==> config.mk <==
export PLATFORM = sky130hd
export DESIGN_NAME = wavelet_accelerator_data_unpacker
export DESIGN_NICKNAME = d
export VERILOG_FILES = /design/src/rtl/wavelet_accelerator_pkg.sv /design/src/rtl/wavelet_accelerator_data_unpacker_reg.sv /design/src/rtl/wavelet_accelerator_data_unpacker.sv
export SDC_FILE = /design/constraint.sdc
export NUM_CORES = 1
export LEC_CHECK = 0
export CELL_PAD_IN_SITES_DETAIL_PLACEMENT = 2
export CELL_PAD_IN_SITES_GLOBAL_PLACEMENT = 2
export CORE_UTILIZATION = 25
export CTS_BUF_LIST = sky130_fd_sc_hd__clkbuf_4 sky130_fd_sc_hd__clkbuf_8
export DETAILED_ROUTE_END_ITERATION = 6
export PLACE_DENSITY_LB_ADDON = 0.05
export SYNTH_ARGS = -nofsm -noshare
export SYNTH_HDL_FRONTEND = slang
export SYNTH_SLANG_ARGS = --single-unit
==> constraint.sdc <==
create_clock -name clk -period 2 [get_ports clk]
set_input_delay 0.4 -clock clk [delete_from_list [all_inputs] [get_ports clk]]
set_output_delay 0.4 -clock clk [all_outputs]
set_load 0.005 [all_outputs]
==> src/rtl/wavelet_accelerator_pkg.sv <==
// Shared types and widths for the wavelet accelerator datapath.
// Imported by the packer/unpacker blocks.
package wavelet_accelerator_pkg;

    localparam int WA_WORD_WIDTH   = 32;
    localparam int WA_PACKET_WIDTH = 8;

    typedef enum logic {
        UNPK_IDLE,
        UNPK_EMIT
    } unpack_state_t;

endpackage

==> src/rtl/wavelet_accelerator_data_unpacker_reg.sv <==
// Generic enabled register with load and manual clear.
// Holds the word being serialized by the unpacker.
module wavelet_accelerator_data_unpacker_reg #(
    parameter int WIDTH = 32
) (
    input  logic             clk,
    input  logic             rst,
    input  logic             en,
    input  logic             load_data,
    input  logic             manual_rst,
    input  logic [WIDTH-1:0] rst_value,
    input  logic [WIDTH-1:0] data_in,
    output logic [WIDTH-1:0] data_out
);

    logic [WIDTH-1:0] data_d;
    logic [WIDTH-1:0] data_q;

    // Next value: clear has priority over load, both gated by enable
    always_comb begin
        data_d = data_q;
        if (en) begin
            if (manual_rst) begin
                data_d = rst_value;
            end else if (load_data) begin
                data_d = data_in;
            end
        end
    end

    // Storage with synchronous reset
    always_ff @(posedge clk) begin
        if (rst) begin
            data_q <= '0;
        end else begin
            data_q <= data_d;
        end
    end

    assign data_out = data_q;

endmodule

==> src/rtl/wavelet_accelerator_data_unpacker.sv <==
// Word-to-byte serializer: emits lanes start..last of each accepted word,
// one packet per handshake, tagged with its lane index.
module wavelet_accelerator_data_unpacker
    import wavelet_accelerator_pkg::*;
#(
    parameter int INPUT_WIDTH  = WA_WORD_WIDTH,
    parameter int PACKET_WIDTH = WA_PACKET_WIDTH,
    localparam int NUM_PACKETS  = INPUT_WIDTH / PACKET_WIDTH,
    localparam int OFFSET_WIDTH = $clog2(NUM_PACKETS)
) (
    input  logic                    clk,
    input  logic                    rst,
    input  logic                    en,
    input  logic                    word_valid,
    output logic                    word_ready,
    input  logic [INPUT_WIDTH-1:0]  data_in,
    input  logic [OFFSET_WIDTH-1:0] start_offset,
    input  logic [OFFSET_WIDTH-1:0] last_offset,
    output logic                    pkt_valid,
    input  logic                    pkt_ready,
    output logic [PACKET_WIDTH-1:0] data_out,
    output logic [OFFSET_WIDTH-1:0] byte_offset,
    output logic                    pkt_last,
    output logic                    busy
);

    unpack_state_t           state_d;
    unpack_state_t           state_q;
    logic [OFFSET_WIDTH-1:0] cur_d;
    logic [OFFSET_WIDTH-1:0] cur_q;
    logic [OFFSET_WIDTH-1:0] last_d;
    logic [OFFSET_WIDTH-1:0] last_q;
    logic [OFFSET_WIDTH-1:0] last_eff;
    logic [INPUT_WIDTH-1:0]  held_q;
    logic                    emit;
    logic                    lane_last;
    logic                    accept;
    logic                    pkt_fire;

    // A reversed range collapses to the single start lane
    assign last_eff  = (last_offset < start_offset) ? start_offset : last_offset;

    assign emit      = (state_q == UNPK_EMIT);
    assign lane_last = emit && (cur_q == last_q);

    // Ready is combinational from pkt_ready so words chain without a bubble
    assign word_ready = en && !rst && (!emit || (pkt_ready && lane_last));
    assign pkt_valid  = en && !rst && emit;
    assign pkt_last   = !rst && lane_last;
    assign busy       = !rst && emit;
    assign data_out   = rst ? '0 : held_q[int'(cur_q)*PACKET_WIDTH +: PACKET_WIDTH];
    assign byte_offset = rst ? '0 : cur_q;

    assign accept   = word_valid && word_ready;
    assign pkt_fire = pkt_valid && pkt_ready;

    wavelet_accelerator_data_unpacker_reg #(
        .WIDTH(INPUT_WIDTH)
    ) u_word_reg (
        .clk        (clk),
        .rst        (rst),
        .en         (en),
        .load_data  (accept),
        .manual_rst (1'b0),
        .rst_value  ({INPUT_WIDTH{1'b0}}),
        .data_in    (data_in),
        .data_out   (held_q)
    );

    // Lane advance on handshake; a word accept reloads the lane range
    always_comb begin
        state_d = state_q;
        cur_d   = cur_q;
        last_d  = last_q;
        if (pkt_fire) begin
            if (lane_last) begin
                state_d = UNPK_IDLE;
            end else begin
                cur_d = cur_q + OFFSET_WIDTH'(1);
            end
        end
        if (accept) begin
            state_d = UNPK_EMIT;
            cur_d   = start_offset;
            last_d  = last_eff;
        end
    end

    // FSM state, lane counter and held end offset
    always_ff @(posedge clk) begin
        if (rst) begin
            state_q <= UNPK_IDLE;
            cur_q   <= '0;
            last_q  <= '0;
        end else begin
            state_q <= state_d;
            cur_q   <= cur_d;
            last_q  <= last_d;
        end
    end

endmodule
Word level (Yosys, flattened, before mapping). Index checks and enable logic that the tools add are counted.

Register bits after elaboration: 37. Bits of input ports: 41. Output and inout port bits: 14. Logic and storage cells: 35.

$add $sub $neg: 1. Magnitude comparators: 1. Eq/ne operators: 2. Shift operators: 1. Mux-type cells: 9. Reduce and logical (&&, ||, !) cells: 17.

Operator list (number): 32-bit by 6-bit indexed part select with 8-bit output (1); 2-bit 2-to-1 mux (5); 1-bit logical AND (9); 8-bit 2-to-1 mux (1); 2-bit AND reduction (3); 2-bit nonzero test (2); 1-bit 2-to-1 mux (3); 2-bit by 1-bit adder with 2-bit output, second input constant (1); 2-bit equality test (1); 1-bit zero test (2); 2-bit < comparator (1); 2-bit by 1-bit != test with 1-bit output, second input constant (1); 1-bit logical OR (1).

Longest topological paths before layout. Gate-level depths: netlist (run 1).

Depth in word-level cells: 8. Depth in mapped cells: 6.

Modules after synthesis. Synthesis (run 1) repeated with hierarchy kept, for this count alone.

Cell total of the unflattened synthesis: 222. Area total of the unflattened synthesis: 2558.7 sq um.

By module, submodules not included: wavelet_accelerator_data_unpacker_reg (times used 1, cells each 147, area an instance 1854.3 sq um, sequential area each 640.6 sq um); wavelet_accelerator_data_unpacker (times used 1, cells each 75, area an instance 704.4 sq um, sequential area each 100.1 sq um).

Least setup slack after synthesis (run 1). No wires, ideal clock.

Kind: flip-flop to output port. From: reg cur_q[0]. To: out data_out[0]. Data arrival time: 1309 ps. Data required time: 1600 ps. Setup slack: 291 ps. Cell stages (with the launch flop): 4. Buffers on the path: 1. Cells stage by stage: dfxtp_1 -> buf_2 -> mux4_2 -> nor2b_1.

Longest elaborated chain between the ends: 2.

RTL lines: from (decl) (line wavelet_accelerator_data_unpacker.sv:30) `logic [OFFSET_WIDTH-1:0] cur_q;`; from (signal assigned) (line wavelet_accelerator_data_unpacker.sv:97) `cur_q <= cur_d;`; 32-bit by 6-bit indexed part select with 8-bit output (line wavelet_accelerator_data_unpacker.sv:51) `assign data_out = rst ? '0 : held_q[int'(cur_q)*PACKET_WIDTH +: PACKET_WIDTH];`; 8-bit 2-to-1 mux (line wavelet_accelerator_data_unpacker.sv:51); to (decl) (line wavelet_accelerator_data_unpacker.sv:21) `output logic [PACKET_WIDTH-1:0] data_out,`.

Every way passes these cells.

Worst setup path after layout (run 1).
From: reg cur_q[0]. To: out data_out[2].

Same word-level chain as after synthesis.

==> insert_results.sql, run 1 <==
INSERT INTO impl_metrics (metric_group, metric, value, unit) VALUES
('placement', 'placed_cells', '367', ''),
('sta', 'timing.final.crit_period', '2038', 'ps'),
('synth', 'post_synth_num_cell_types', '35', ''),
('die', 'core_area', '7331', 'um^2'),
('detailed_routing', 'route.vias.total', '1839', ''),
('die', 'num_rows', '31', ''),
('critical_path', 'crit_path_cell_trace', 'buf_12 > buf_8 > mux4_2 > nor2b_4 > buf_2', ''),
('critical_path', 'cp-end-kind', 'output port', ''),
('detailed_routing', 'drtAntennaViolNets', '0', ''),
('outcome', 'outcome', 'complete, but fails checks', ''),
('clock_tree', 'cts.reportedPaths.clkPinSlew', '80', 'ps'),
('final_layout', 'layout.cells.non_filler', '381', ''),
('worst_hold_path', 'hold_path_class', 'reg -> reg', ''),
('synth', 'synth_area', '1911', 'um^2'),
('clock_tree', 'clkSinkCount', '37', ''),
('clock_tree', 'buffers_from_clock_root_to_sink_at_most', '2', ''),
('sta', 'relSlewSlack', '76.75', '%'),
('global_routing', 'grt_max_degree', '35', ''),
('critical_path', 'critical_path.slowest_cell', 'mux4_2', ''),
('synth', 'average_cell_area_after_synthesis', '8.970', 'um^2'),
('detailed_routing', 'drt_first_pass_iters', '4', ''),
('power', 'leakage', '0.001027', 'uW'),
('detailed_routing', 'drt_first_iter_violations', '88', ''),
('global_routing', 'grt_pass1_wl', '10.25', 'mm'),
('critical_path', 'launching_element_type_of_the_critical_path', 'flip-flop', ''),
('sta', 'max_freq', '490.7', 'MHz'),
('die', 'top_level_ports', '55', ''),
('critical_path', 'cpLargestDelayFamily', 'multiplexers', ''),
('critical_path', 'ff2ff_path_depth', '7', ''),
('critical_path', 'critPathKind', 'reg -> out', ''),
('critical_path', 'worstReg2RegEnd', 'last_q[0]$_SDFFE_PP0P_', ''),
('sta', 'final-max-slew-violation-count', '0', ''),
('final_layout', 'layout-area-overhead-vs-synth', '50.49', '%'),
('placement', 'detailedPlacementHpwl', '4.576', 'mm'),
('sta', 'final-setup-viol-count', '7', ''),
('synth', 'synth_seq_cells', '37', ''),
('critical_path', 'internal_reg_to_reg_setup_slack', '150', 'ps'),
('critical_path', 'cp_data_arrival_time', '1640', 'ps'),
('synth', 'synth_sequential_area_ratio', '38.77', '%'),
('sta', 'fin_skew', '5.452', 'ps'),
('die', 'die_width', '89.42', 'um'),
('synth', 'yosys_warnings', '0', ''),
('sta', 'postLayoutSetupSlackWorst', '-37.85', 'ps'),
('critical_path', 'crit_end', 'data_out[2]', ''),
('critical_path', 'critical_path_cell_count', '5', ''),
('detailed_routing', 'route.final.wire_length', '6.293', 'mm'),
('global_routing', 'vias_in_the_first_global_route', '2002', ''),
('sta', 'hold_violations', '0', ''),
('sta', 'rsz0062_at_grt', 'true', ''),
('die', 'starting_density', '26.06', '%'),
('placement', 'routabilityCongestion', '0.7535', ''),
('final_layout', 'multi_input_area', '1066', 'um^2'),
('clock_tree', 'insertion_delay', '300', 'ps'),
('critical_path', 'required', '1600', 'ps'),
('detailed_routing', 'drt-wirelength-per-cell', '16.52', 'um'),
('outcome', 'violated_checks', 'setup timing', ''),
('final_layout', 'final_nets', '324', ''),
('critical_path', 'critical_path.n_buffers_inverters', '3', ''),
('global_routing', 'grt_use_total', '17.68', '%'),
('die', 'die_area', '7996', 'um^2'),
('global_routing', 'grt.met3_usage', '4.524', '%'),
('critical_path', 'peak_fanout_along_the_critical_path', '4', ''),
('global_routing', 'grt.met2_usage', '31.23', '%'),
('global_routing', 'grt_antenna_before_repair', '0', ''),
('critical_path', 'critical-path-max-stage-delay', '490', 'ps'),
('die', 'die-height', '89.42', 'um'),
('power', 'vdd.ir_drop.worst', '0.0002185', 'V'),
('power', 'powerDensity', '640.5', 'nW/um^2'),
('global_routing', 'busiest_layer', 'met2', ''),
('detailed_routing', 'routed_via_density', '4.827', ''),
('placement', 'port_buffers', '54', '');
-- placed cells by master, fill, tap and decap left out, types with 2 or more instances in the layout --
cell              n
o21ai_1           9
nor2b_4           4
clkdlybuf4s50_1  43
buf_12            5
buf_6             5
buf_2             9
nor2b_1           5
mux2i_1           2
o21ai_0          23
inv_1             6
buf_4            18
clkbuf_8          6
nor2_1            4
xnor2_4           2
a21oi_1          35
dfxtp_1          34
mux4_2            8
ha_1              2
nand3_1          34
nand2_1           2
dfxtp_2           2
-- per-layer routing --
layer	vias to the layer above	share of wire [%]
met5	-	0
met4	0	1.1
met3	6	4.2
met2	38	51
met1	886	44
li1	909	-
-- what timing repair did --
item | in CTS | in global routing
setup buffers | 8 | 0
resized for setup | 47 | 9
hold buffers | 0 | 0
pin swaps | 1 | 0
cloned | 0 | 0
setup endpoints to repair | 11 | 11
-- worst min-delay path: cells and delay by family, from the launching register on --
kind | cells | cell delay (ps)
AO/OA/AOI/OAI | 2 | 120
flip-flops | 1 | 310
-- worst min-delay path by stage --
stage                                               from                                    to  slack, ps  depth (start not counted)
finish              u_word_reg.data_out[25]$_SDFFE_PP0P_  u_word_reg.data_out[25]$_SDFFE_PP0P_        480                          2
global route        u_word_reg.data_out[25]$_SDFFE_PP0P_  u_word_reg.data_out[25]$_SDFFE_PP0P_        510                          2
CTS                  u_word_reg.data_out[5]$_SDFFE_PP0P_   u_word_reg.data_out[5]$_SDFFE_PP0P_        480                          2
detailed placement  u_word_reg.data_out[25]$_SDFFE_PP0P_  u_word_reg.data_out[25]$_SDFFE_PP0P_        470                          2
global placement    u_word_reg.data_out[27]$_SDFFE_PP0P_  u_word_reg.data_out[27]$_SDFFE_PP0P_        460                          2
floorplan           u_word_reg.data_out[17]$_SDFFE_PP0P_  u_word_reg.data_out[17]$_SDFFE_PP0P_        440                          2
-- cells in the mapped netlist --
master / number / area, um^2
a31oi_4: 1 / 21.27
o21ai_1: 9 / 45.04
inv_1: 6 / 22.52
a311oi_1: 1 / 8.760
and4b_1: 1 / 10.01
mux4_2: 8 / 180.2
ha_1: 2 / 25.02
a211oi_2: 1 / 12.51
a21oi_1: 35 / 175.2
a41oi_1: 1 / 8.760
o21ai_0: 23 / 115.1
a31o_2: 1 / 8.760
nor2_1: 4 / 15.01
nand2b_1: 1 / 6.260
o211a_1: 1 / 10.01
and3b_1: 1 / 8.760
xnor2_2: 2 / 32.53
nand3b_1: 1 / 7.510
nor3b_1: 1 / 7.510
nor3_1: 1 / 5.000
a211oi_1: 1 / 7.510
and2_1: 1 / 6.260
and3_2: 1 / 7.510
clkbuf_1: 9 / 33.78
o21ai_2: 1 / 8.760
nand2_1: 2 / 7.510
o31ai_2: 1 / 12.51
buf_6: 7 / 78.83
nor2b_1: 9 / 56.30
nand3_1: 34 / 170.2
buf_2: 3 / 15.01
mux2i_1: 2 / 20.02
buf_1: 3 / 11.26
or3b_1: 1 / 8.760
dfxtp_1: 37 / 740.7
-- cells by family after synthesis --
| family | count (synthesis) | synth area share, % |
|---|---|---|
| flip-flops | 37 | 38.77 |
| XOR/XNOR | 2 | 1.703 |
| adder cells (fa/ha/maj) | 2 | 1.310 |
| AO/OA/AOI/OAI | 76 | 22.72 |
| buffers and inverters | 28 | 8.448 |
| multiplexers | 10 | 10.48 |
| AND/OR/NAND/NOR | 58 | 16.57 |
-- flip-flops by register name, indices dropped and copies added (netlist names) --
name	cells
cur_q	2
last_q	2
emit	1
u_word_reg.data_out	32
-- power breakdown --
group          switching [uW]  internal, uW
Sequential               20.3           763
Clock                     297           406
Combinational             153           203
-- stage by stage --
| step | hold slack, ps | setup slack, ps | total power (uW) | instance area (um^2) | TNS, ps |
|---|---|---|---|---|---|
| floorplan | 440.2 | 291.2 | 953.4 | 1911 | 0 |
| global placement | 461.7 | -131.5 | 1130 | 2666 | -137.5 |
| detailed placement | 469.4 | -158.0 | 1132 | 2666 | -193.6 |
| CTS | 484.5 | -123.3 | 1879 | 2885 | -730.3 |
| global route | 505.3 | -98.01 | 1937 | 2875 | -721.6 |
| finish | 477.4 | -37.85 | 1842 | 2875 | -187.9 |
-- final cells by class --
cell class / count / area share (%)
multi-input combinational: 148 / 37.08
timing repair buffer: 83 / 27.68
sequential: 37 / 25.98
tap: 99 / 4.308
clock buffer: 6 / 2.872
clock inverter: 2 / 1.305
inverter: 6 / 0.7833
Note: power is estimated with default switching activity, not from simulation.
==> run 2: changes to the inputs <==
Settings changed: CORE_MARGIN set to 8, DONT_BUFFER_PORTS set to 1.
==> run 2 against run 1 <==
Net effect:
- the flow now finishes without violations
- die area is 34% higher
- sequential share of layout area grew 10 points
- first-iteration DRC count down 5.7%
- maximum frequency grew 7.8%
- critical endpoint is now data_out[0]
- register-to-register slack improved by 230 ps
- total power fell by 20%
- global-route usage is 5.6 points lower
- critical path type unchanged
- setup slack gained 150 ps
==> insert_results.sql, run 2 (synthesized netlist as in run 1, its figures left out) <==
INSERT INTO impl_metrics (metric_group, metric, value, unit) VALUES
('outcome', 'outcome', 'complete, no violations', ''),
('sta', 'final-max-slew-violation-count', '0', ''),
('clock_tree', 'cts_root_buf', 'clkbuf_8', ''),
('power', 'power.share.clock', '34.8', '%'),
('clock_tree', 'clkSinkCount', '37', ''),
('sta', 'setup_total_negative_slack', '0', 'ps'),
('critical_path', 'peak_fanout_along_the_critical_path', '8', ''),
('critical_path', 'critical_path.slowest_cell', 'mux4_2', ''),
('final_layout', 'largest_reg_flops', '32', ''),
('critical_path', 'crit_end', 'data_out[0]', ''),
('critical_path', 'critical-path-max-stage-delay', '490', 'ps'),
('power', 'p_total', '1471', 'uW'),
('placement', 'placed_cells', '301', ''),
('final_layout', 'mostFrequentLayoutCell', 'dfxtp_1', ''),
('placement', 'detailedPlacementHpwl', '4.553', 'mm'),
('critical_path', 'worstSetupStartpoint', 'cur_q[0]$_SDFFE_PP0P_', ''),
('detailed_routing', 'route.vias.total', '1588', ''),
('critical_path', 'launching_element_type_of_the_critical_path', 'flip-flop', ''),
('critical_path', 'cp-end-kind', 'output port', ''),
('global_routing', 'grt_pass1_wl', '9.653', 'mm'),
('sta', 'max_freq', '529.0', 'MHz'),
('sta', 'timing.hold.ws', '172.0', 'ps'),
('placement', 'routabilityCongestion', '0.7152', ''),
('die', 'starting_density', '25.25', '%'),
('die', 'core_area', '7567', 'um^2'),
('placement', 'place_area', '1972', 'um^2'),
('clock_tree', 'post_cts.repair.setup_buffers', '0', ''),
('clock_tree', 'cts.reportedPaths.clkPinSlew', '80', 'ps'),
('power', 'total_internal_power', '1076', 'uW'),
('detailed_routing', 'routed_via_density', '5.139', ''),
('detailed_routing', 'remaining_drc_errors', '0', ''),
('final_layout', 'layout-area-overhead-vs-synth', '7.924', '%'),
('sta', 'hold_violations', '0', ''),
('placement', 'port_buffers', '0', ''),
('power', 'powerDensity', '713.2', 'nW/um^2'),
('power', 'netSwitchingPower', '394.3', 'uW'),
('final_layout', 'fin_area', '2062', 'um^2'),
('global_routing', 'grt_antenna_before_repair', '0', ''),
('power', 'leakage', '0.0006485', 'uW'),
('clock_tree', 'cts_made_buffers', '5', ''),
('sta', 'fin_skew', '6.401', 'ps'),
('detailed_routing', 'drt_first_iter_violations', '83', ''),
('critical_path', 'critPathKind', 'reg -> out', ''),
('detailed_routing', 'drt_first_pass_iters', '4', ''),
('clock_tree', 'postCtsResizedCells', '1', ''),
('clock_tree', 'buffers_from_clock_root_to_sink_at_most', '2', ''),
('detailed_routing', 'drt-wirelength-per-cell', '20.24', 'um'),
('die', 'die_area', '10700', 'um^2'),
('worst_hold_path', 'hold_path_class', 'in -> reg', ''),
('sta', 'final-setup-viol-count', '0', ''),
('critical_path', 'worstReg2RegEnd', 'u_word_reg.data_out[25]$_SDFFE_PP0P_', ''),
('critical_path', 'internal_reg_to_reg_setup_slack', '380', 'ps'),
('power', 'vdd.ir_drop.worst', '0.0002125', 'V'),
('clock_tree', 'clock_tree.htree_level_count', '2', ''),
('clock_tree', 'insertion_delay', '290', 'ps'),
('job', 'cap_viol_max_count', '0', ''),
('global_routing', 'grt_use_total', '12.05', '%'),
('sta', 'timing.final.crit_period', '1890', 'ps'),
('sta', 'period_share', '94.52', '%'),
('clock_tree', 'cts_hold_repair.buffers', '0', ''),
('critical_path', 'cp_data_arrival_time', '1490', 'ps'),
('sta', 'worstMarginPinSlew', '415.8', 'ps'),
('final_layout', 'antenna-diode-count', '0', ''),
('global_routing', 'vias_in_the_first_global_route', '1677', ''),
('final_layout', 'mostFrequentLayoutCells', '36 x dfxtp_1, 35 x a21oi_1, 34 x nand3_1, 23 x o21ai_0', ''),
('final_layout', 'layout.cells.non_filler', '309', ''),
('detailed_routing', 'route.final.wire_length', '6.255', 'mm'),
('global_routing', 'grt_remaining_overflow', '0', ''),
('detailed_routing', 'drtAntennaViolNets', '0', ''),
('die', 'die_width', '103.4', 'um'),
('global_routing', 'grt_max_degree', '53', ''),
('final_layout', 'layout-drive-gt1-share', '15.94', '%'),
('critical_path', 'crit_path_cell_trace', 'buf_12 > mux4_2 > nor2b_1', ''),
('sta', 'relSlewSlack', '72.28', '%'),
('die', 'num_rows', '32', ''),
('die', 'top_level_ports', '55', ''),
('power', 'switching_power_as_a_share_of_total_power', '26.81', '%'),
('sta', 'rsz0062_at_grt', 'false', ''),
('critical_path', 'ff2ff_path_depth', '5', ''),
('die', 'die-height', '103.4', 'um'),
('power', 'p_seq_share', '53.3', '%'),
('final_layout', 'final_nets', '249', ''),
('power', 'p_comb_share', '11.9', '%'),
('clock_tree', 'cts_tree', 'built', ''),
('critical_path', 'required', '1600', 'ps'),
('critical_path', 'worstReg2RegStart', 'last_q[0]$_SDFFE_PP0P_', '');
==> run 2: changes by cell type in the layout (fill, tap and decap cells not counted), moves of 2 or more <==
cell	before	now
clkinv_2	0	2
xnor2_2	0	2
nor2b_4	4	0
buf_4	18	7
buf_6	5	0
dfxtp_2	2	0
nor2b_1	5	9
dfxtp_1	34	36
clkdlybuf4s50_1	43	0
buf_12	5	1
buf_2	9	0
xnor2_4	2	0
==> run 2: layout make-up <==
| type | count | area, um^2 |
|---|---|---|
| fill | 858 | 5505 |
| multi-input combinational | 148 | 1008 |
| sequential | 37 | 744.5 |
| tap | 102 | 127.6 |
| timing repair buffer | 8 | 72.57 |
| clock buffer | 5 | 68.82 |
| inverter | 6 | 22.52 |
| clock inverter | 3 | 17.52 |
==> run 2: worst max-delay path: cells and delay by family (launching register included) <==
| kind | cells | cell delay (ps) |
|---|---|---|
| DFF | 1 | 400 |
| muxes | 1 | 490 |
| and+or+nand+nor | 1 | 160 |
| buffers and inverters | 1 | 150 |
==> run 2: metal layers <==
metal  track usage (%)  vias to the layer above  part of all wire, %
li1                  -                      763                    -
met1             13.93                      782                   43
met2             20.17                       36                   49
met3             4.351                        7                  6.2
met4             3.893                        0                  1.8
met5                 0                        -                    0
==> run 2: metrics by stage <==
step	utilization (%)	setup WS [ps]
5_1_grt	27.25	39.89
6_report	27.25	109.6
2_1_floorplan	-	291.2
3_5_place_dp	26.06	275.0
3_3_place_gp	26.06	321.7
4_1_cts	27.22	41.02
==> run 2: how the worst min path moves through the flow <==
stage / cells after the start / from / slack (ps) / end
finish: 1 / rst / 170 / last_q[1]$_SDFFE_PP0P_
global route: 1 / rst / 150 / last_q[1]$_SDFFE_PP0P_
CTS: 1 / rst / 150 / last_q[1]$_SDFFE_PP0P_
detailed placement: 2 / u_word_reg.data_out[11]$_SDFFE_PP0P_ / 470 / u_word_reg.data_out[11]$_SDFFE_PP0P_
global placement: 2 / u_word_reg.data_out[5]$_SDFFE_PP0P_ / 450 / u_word_reg.data_out[5]$_SDFFE_PP0P_
floorplan: 2 / u_word_reg.data_out[17]$_SDFFE_PP0P_ / 440 / u_word_reg.data_out[17]$_SDFFE_PP0P_
==> run 2: power by group through the flow <==
| stage | logic, uW | registers, uW | clock network [uW] |
|---|---|---|---|
| floorplan | 161 | 792 | 0 |
| global placement | 171 | 802 | 0 |
| detailed placement | 179 | 803 | 0 |
| CTS | 180 | 786 | 546 |
| global route | 195 | 788 | 568 |
| finish | 175 | 784 | 512 |
==> run 3: changes to the inputs <==
Settings changed: CTS_CLUSTER_DIAMETER set to 150, HOLD_SLACK_MARGIN set to 0.08.
Clock period 2 ns to 1.6 ns, I/O delays scaled along.
==> run 3 against run 2 <==
Net effect:
- the flow now finishes with violations (setup timing)
- cell count up 5.2%
- clock skew rose by 3.6 ps
- hold slack got worse by 67 ps
- first-iteration DRC count fell by 39%
- wire length increased by 16%
- clock-buffer cell count up 1
- combinational power increased by 110%
- non-clock buffer count up 16
- clock power is 71% higher
- sequential cell count unchanged
- global-route usage up 0.89 points
- critical path type unchanged
- largest power group unchanged
==> insert_results.sql, run 3 (synthesized netlist as in run 1, its figures left out) <==
INSERT INTO impl_metrics (metric_group, metric, value, unit) VALUES
('outcome', 'outcome', 'complete, but fails checks', ''),
('outcome', 'violated_checks', 'setup timing', ''),
('placement', 'routabilityCongestion', '0.7865', ''),
('critical_path', 'launching_element_type_of_the_critical_path', 'flip-flop', ''),
('job', 'cap_viol_max_count', '0', ''),
('clock_tree', 'clkSinkCount', '37', ''),
('final_layout', 'layout-drive-gt1-share', '37.22', '%'),
('critical_path', 'cp-end-kind', 'output port', ''),
('die', 'die_width', '103.4', 'um'),
('power', 'switching_power_as_a_share_of_total_power', '25.98', '%'),
('critical_path', 'peak_fanout_along_the_critical_path', '5', ''),
('detailed_routing', 'drtAntennaViolNets', '0', ''),
('power', 'p_total', '2231', 'uW'),
('global_routing', 'grt_antenna_before_repair', '0', ''),
('detailed_routing', 'remaining_drc_errors', '0', ''),
('critical_path', 'critPathKind', 'reg -> out', ''),
('die', 'top_level_ports', '55', ''),
('sta', 'timing.final.crit_period', '1809', 'ps'),
('final_layout', 'layout.area.seq', '745.7', 'um^2'),
('sta', 'hold_violations', '0', ''),
('power', 'power.share.clock', '39.2', '%'),
('critical_path', 'crit_end', 'data_out[1]', ''),
('detailed_routing', 'routed_via_density', '5.222', ''),
('clock_tree', 'insertion_delay', '290', 'ps'),
('final_layout', 'mostFrequentLayoutCells', '35 x dfxtp_1, 28 x nand3_1, 23 x a21oi_1, 17 x o21ai_1, 12 x a21oi_2', ''),
('sta', 'rsz0062_at_grt', 'true', ''),
('detailed_routing', 'drt-wirelength-per-cell', '22.42', 'um'),
('final_layout', 'final_nets', '265', ''),
('detailed_routing', 'route.vias.total', '1697', ''),
('critical_path', 'required', '1280', 'ps'),
('final_layout', 'final_core_utilization', '34.06', '%'),
('clock_tree', 'buffers_from_clock_root_to_sink_at_most', '2', ''),
('critical_path', 'ff2ff_path_depth', '7', ''),
('power', 'netSwitchingPower', '579.5', 'uW'),
('sta', 'relSlewSlack', '55.23', '%'),
('sta', 'postLayoutSetupSlackWorst', '-208.9', 'ps'),
('power', 'p_seq_share', '44.0', '%'),
('sta', 'worstMarginPinSlew', '669.4', 'ps'),
('critical_path', 'internal_reg_to_reg_setup_slack', '-90', 'ps'),
('critical_path', 'worstReg2RegEnd', 'last_q[0]$_SDFFE_PP0P_', ''),
('sta', 'max_freq', '552.8', 'MHz'),
('sta', 'fin_skew', '10.04', 'ps'),
('final_layout', 'multi_input_area', '1222', 'um^2'),
('worst_hold_path', 'hold_path_class', 'in -> reg', ''),
('power', 'total_internal_power', '1651', 'uW'),
('die', 'die_area', '10700', 'um^2'),
('power', 'powerDensity', '865.5', 'nW/um^2'),
('critical_path', 'cp_data_arrival_time', '1490', 'ps'),
('global_routing', 'grt_max_degree', '53', ''),
('die', 'starting_density', '25.25', '%'),
('global_routing', 'grt_use_total', '12.94', '%'),
('sta', 'period_share', '113.1', '%'),
('final_layout', 'layout-area-overhead-vs-synth', '34.90', '%'),
('power', 'vdd.ir_drop.worst', '0.0004727', 'V'),
('sta', 'timing.hold.ws', '104.6', 'ps'),
('sta', 'final-max-slew-violation-count', '0', ''),
('power', 'p_comb_share', '16.8', '%'),
('global_routing', 'grt_pass1_wl', '10.33', 'mm'),
('clock_tree', 'cts.reportedPaths.clkPinSlew', '80', 'ps'),
('power', 'leakage', '0.0008150', 'uW'),
('detailed_routing', 'route.final.wire_length', '7.285', 'mm'),
('placement', 'detailedPlacementHpwl', '4.657', 'mm'),
('final_layout', 'antenna-diode-count', '0', ''),
('global_routing', 'vias_in_the_first_global_route', '1792', ''),
('critical_path', 'critical_path.slowest_cell', 'mux4_2', ''),
('critical_path', 'critical-path-max-stage-delay', '500', 'ps'),
('clock_tree', 'cts_root_buf', 'clkbuf_8', ''),
('detailed_routing', 'drt_first_iter_violations', '51', ''),
('placement', 'port_buffers', '0', ''),
('final_layout', 'mostFrequentLayoutCell', 'dfxtp_1', ''),
('critical_path', 'worstSetupStartpoint', 'cur_q[0]$_SDFFE_PP0P_', ''),
('critical_path', 'worstReg2RegStart', 'cur_q[0]$_SDFFE_PP0P_', ''),
('detailed_routing', 'drt_first_pass_iters', '4', ''),
('sta', 'final-setup-viol-count', '42', ''),
('final_layout', 'largest_reg_flops', '32', ''),
('clock_tree', 'cts_made_buffers', '5', ''),
('die', 'num_rows', '32', ''),
('global_routing', 'grt_remaining_overflow', '0', ''),
('critical_path', 'crit_path_cell_trace', 'buf_12 > mux4_2 > nor2b_4', ''),
('clock_tree', 'cts_tree', 'built', ''),
('sta', 'setup_total_negative_slack', '-2570', 'ps'),
('die', 'die-height', '103.4', 'um'),
('clock_tree', 'clock_tree.htree_level_count', '2', ''),
('die', 'core_area', '7567', 'um^2'),
('final_layout', 'filler_cell_count', '812', '');
==> run 3: power groups by stage <==
stage          combinational, uW  clock [uW]  sequential (uW)
4_1_cts                      306         899              981
5_1_grt                      405         940              987
3_5_place_dp                 251           0             1000
3_3_place_gp                 241           0              999
6_report                     374         875              982
2_1_floorplan                203           0              990
==> run 3: stage by stage <==
step | area [um^2] | cells | worst slack (ps)
after global routing | 2577 | 325 | -261.2
after CTS | 2346 | 319 | -228.2
after floorplan | 1913 | 213 | 44.61
final | 2577 | 325 | -208.9
after detailed placement | 2032 | 304 | -16.74
after global placement | 2032 | 304 | 17.18
==> run 3: per-layer routing <==
layer / GRT usage [%] / vias up / share of wire (%)
met2: 21.01 / 37 / 49
met1: 16.11 / 863 / 44
met4: 3.782 / 0 / 1.1
met3: 3.882 / 7 / 5.3
met5: 0 / - / 0
li1: - / 790 / -
==> run 3: layout make-up <==
| cell class | count | area share (%) |
|---|---|---|
| Multi-Input combinational cell | 148 | 47.43 |
| Clock buffer | 6 | 3.204 |
| Clock inverter | 2 | 1.456 |
| Sequential cell | 37 | 28.93 |
| Inverter | 6 | 0.8738 |
| Tap cell | 102 | 4.951 |
| Timing Repair Buffer | 24 | 13.16 |
==> run 3: worst min-delay path by stage <==
stage,startpoint,to,slack (ps),cells past startpoint
floorplan,u_word_reg.data_out[17]$_SDFFE_PP0P_,u_word_reg.data_out[17]$_SDFFE_PP0P_,440,2
global placement,rst,last_q[1]$_SDFFE_PP0P_,400,1
detailed placement,rst,last_q[1]$_SDFFE_PP0P_,400,1
CTS,rst,u_word_reg.data_out[9]$_SDFFE_PP0P_,80,1
global route,rst,u_word_reg.data_out[31]$_SDFFE_PP0P_,80,1
finish,rst,emit$_SDFFE_PP0P_,100,1
==> run 3: what timing repair did <==
| item | 4_1_cts | 5_1_grt |
|---|---|---|
| setup buffers | 5 | 2 |
| endpoints found under the setup margin | 10 | 45 |
| hold buffers | 1 | 1 |
| resized for setup | 35 | 38 |
| cloned | 1 | 3 |
| hold endpoints to repair | 1 | 11 |
| pin swaps | 4 | 10 |
==> run 3: worst max-delay path, delay by kind of cell (launching register included) <==
family / cells / cell delay (ps)
buffers and inverters: 1 / 130
muxes: 1 / 500
DFF: 1 / 410
and+or+nand+nor: 1 / 150
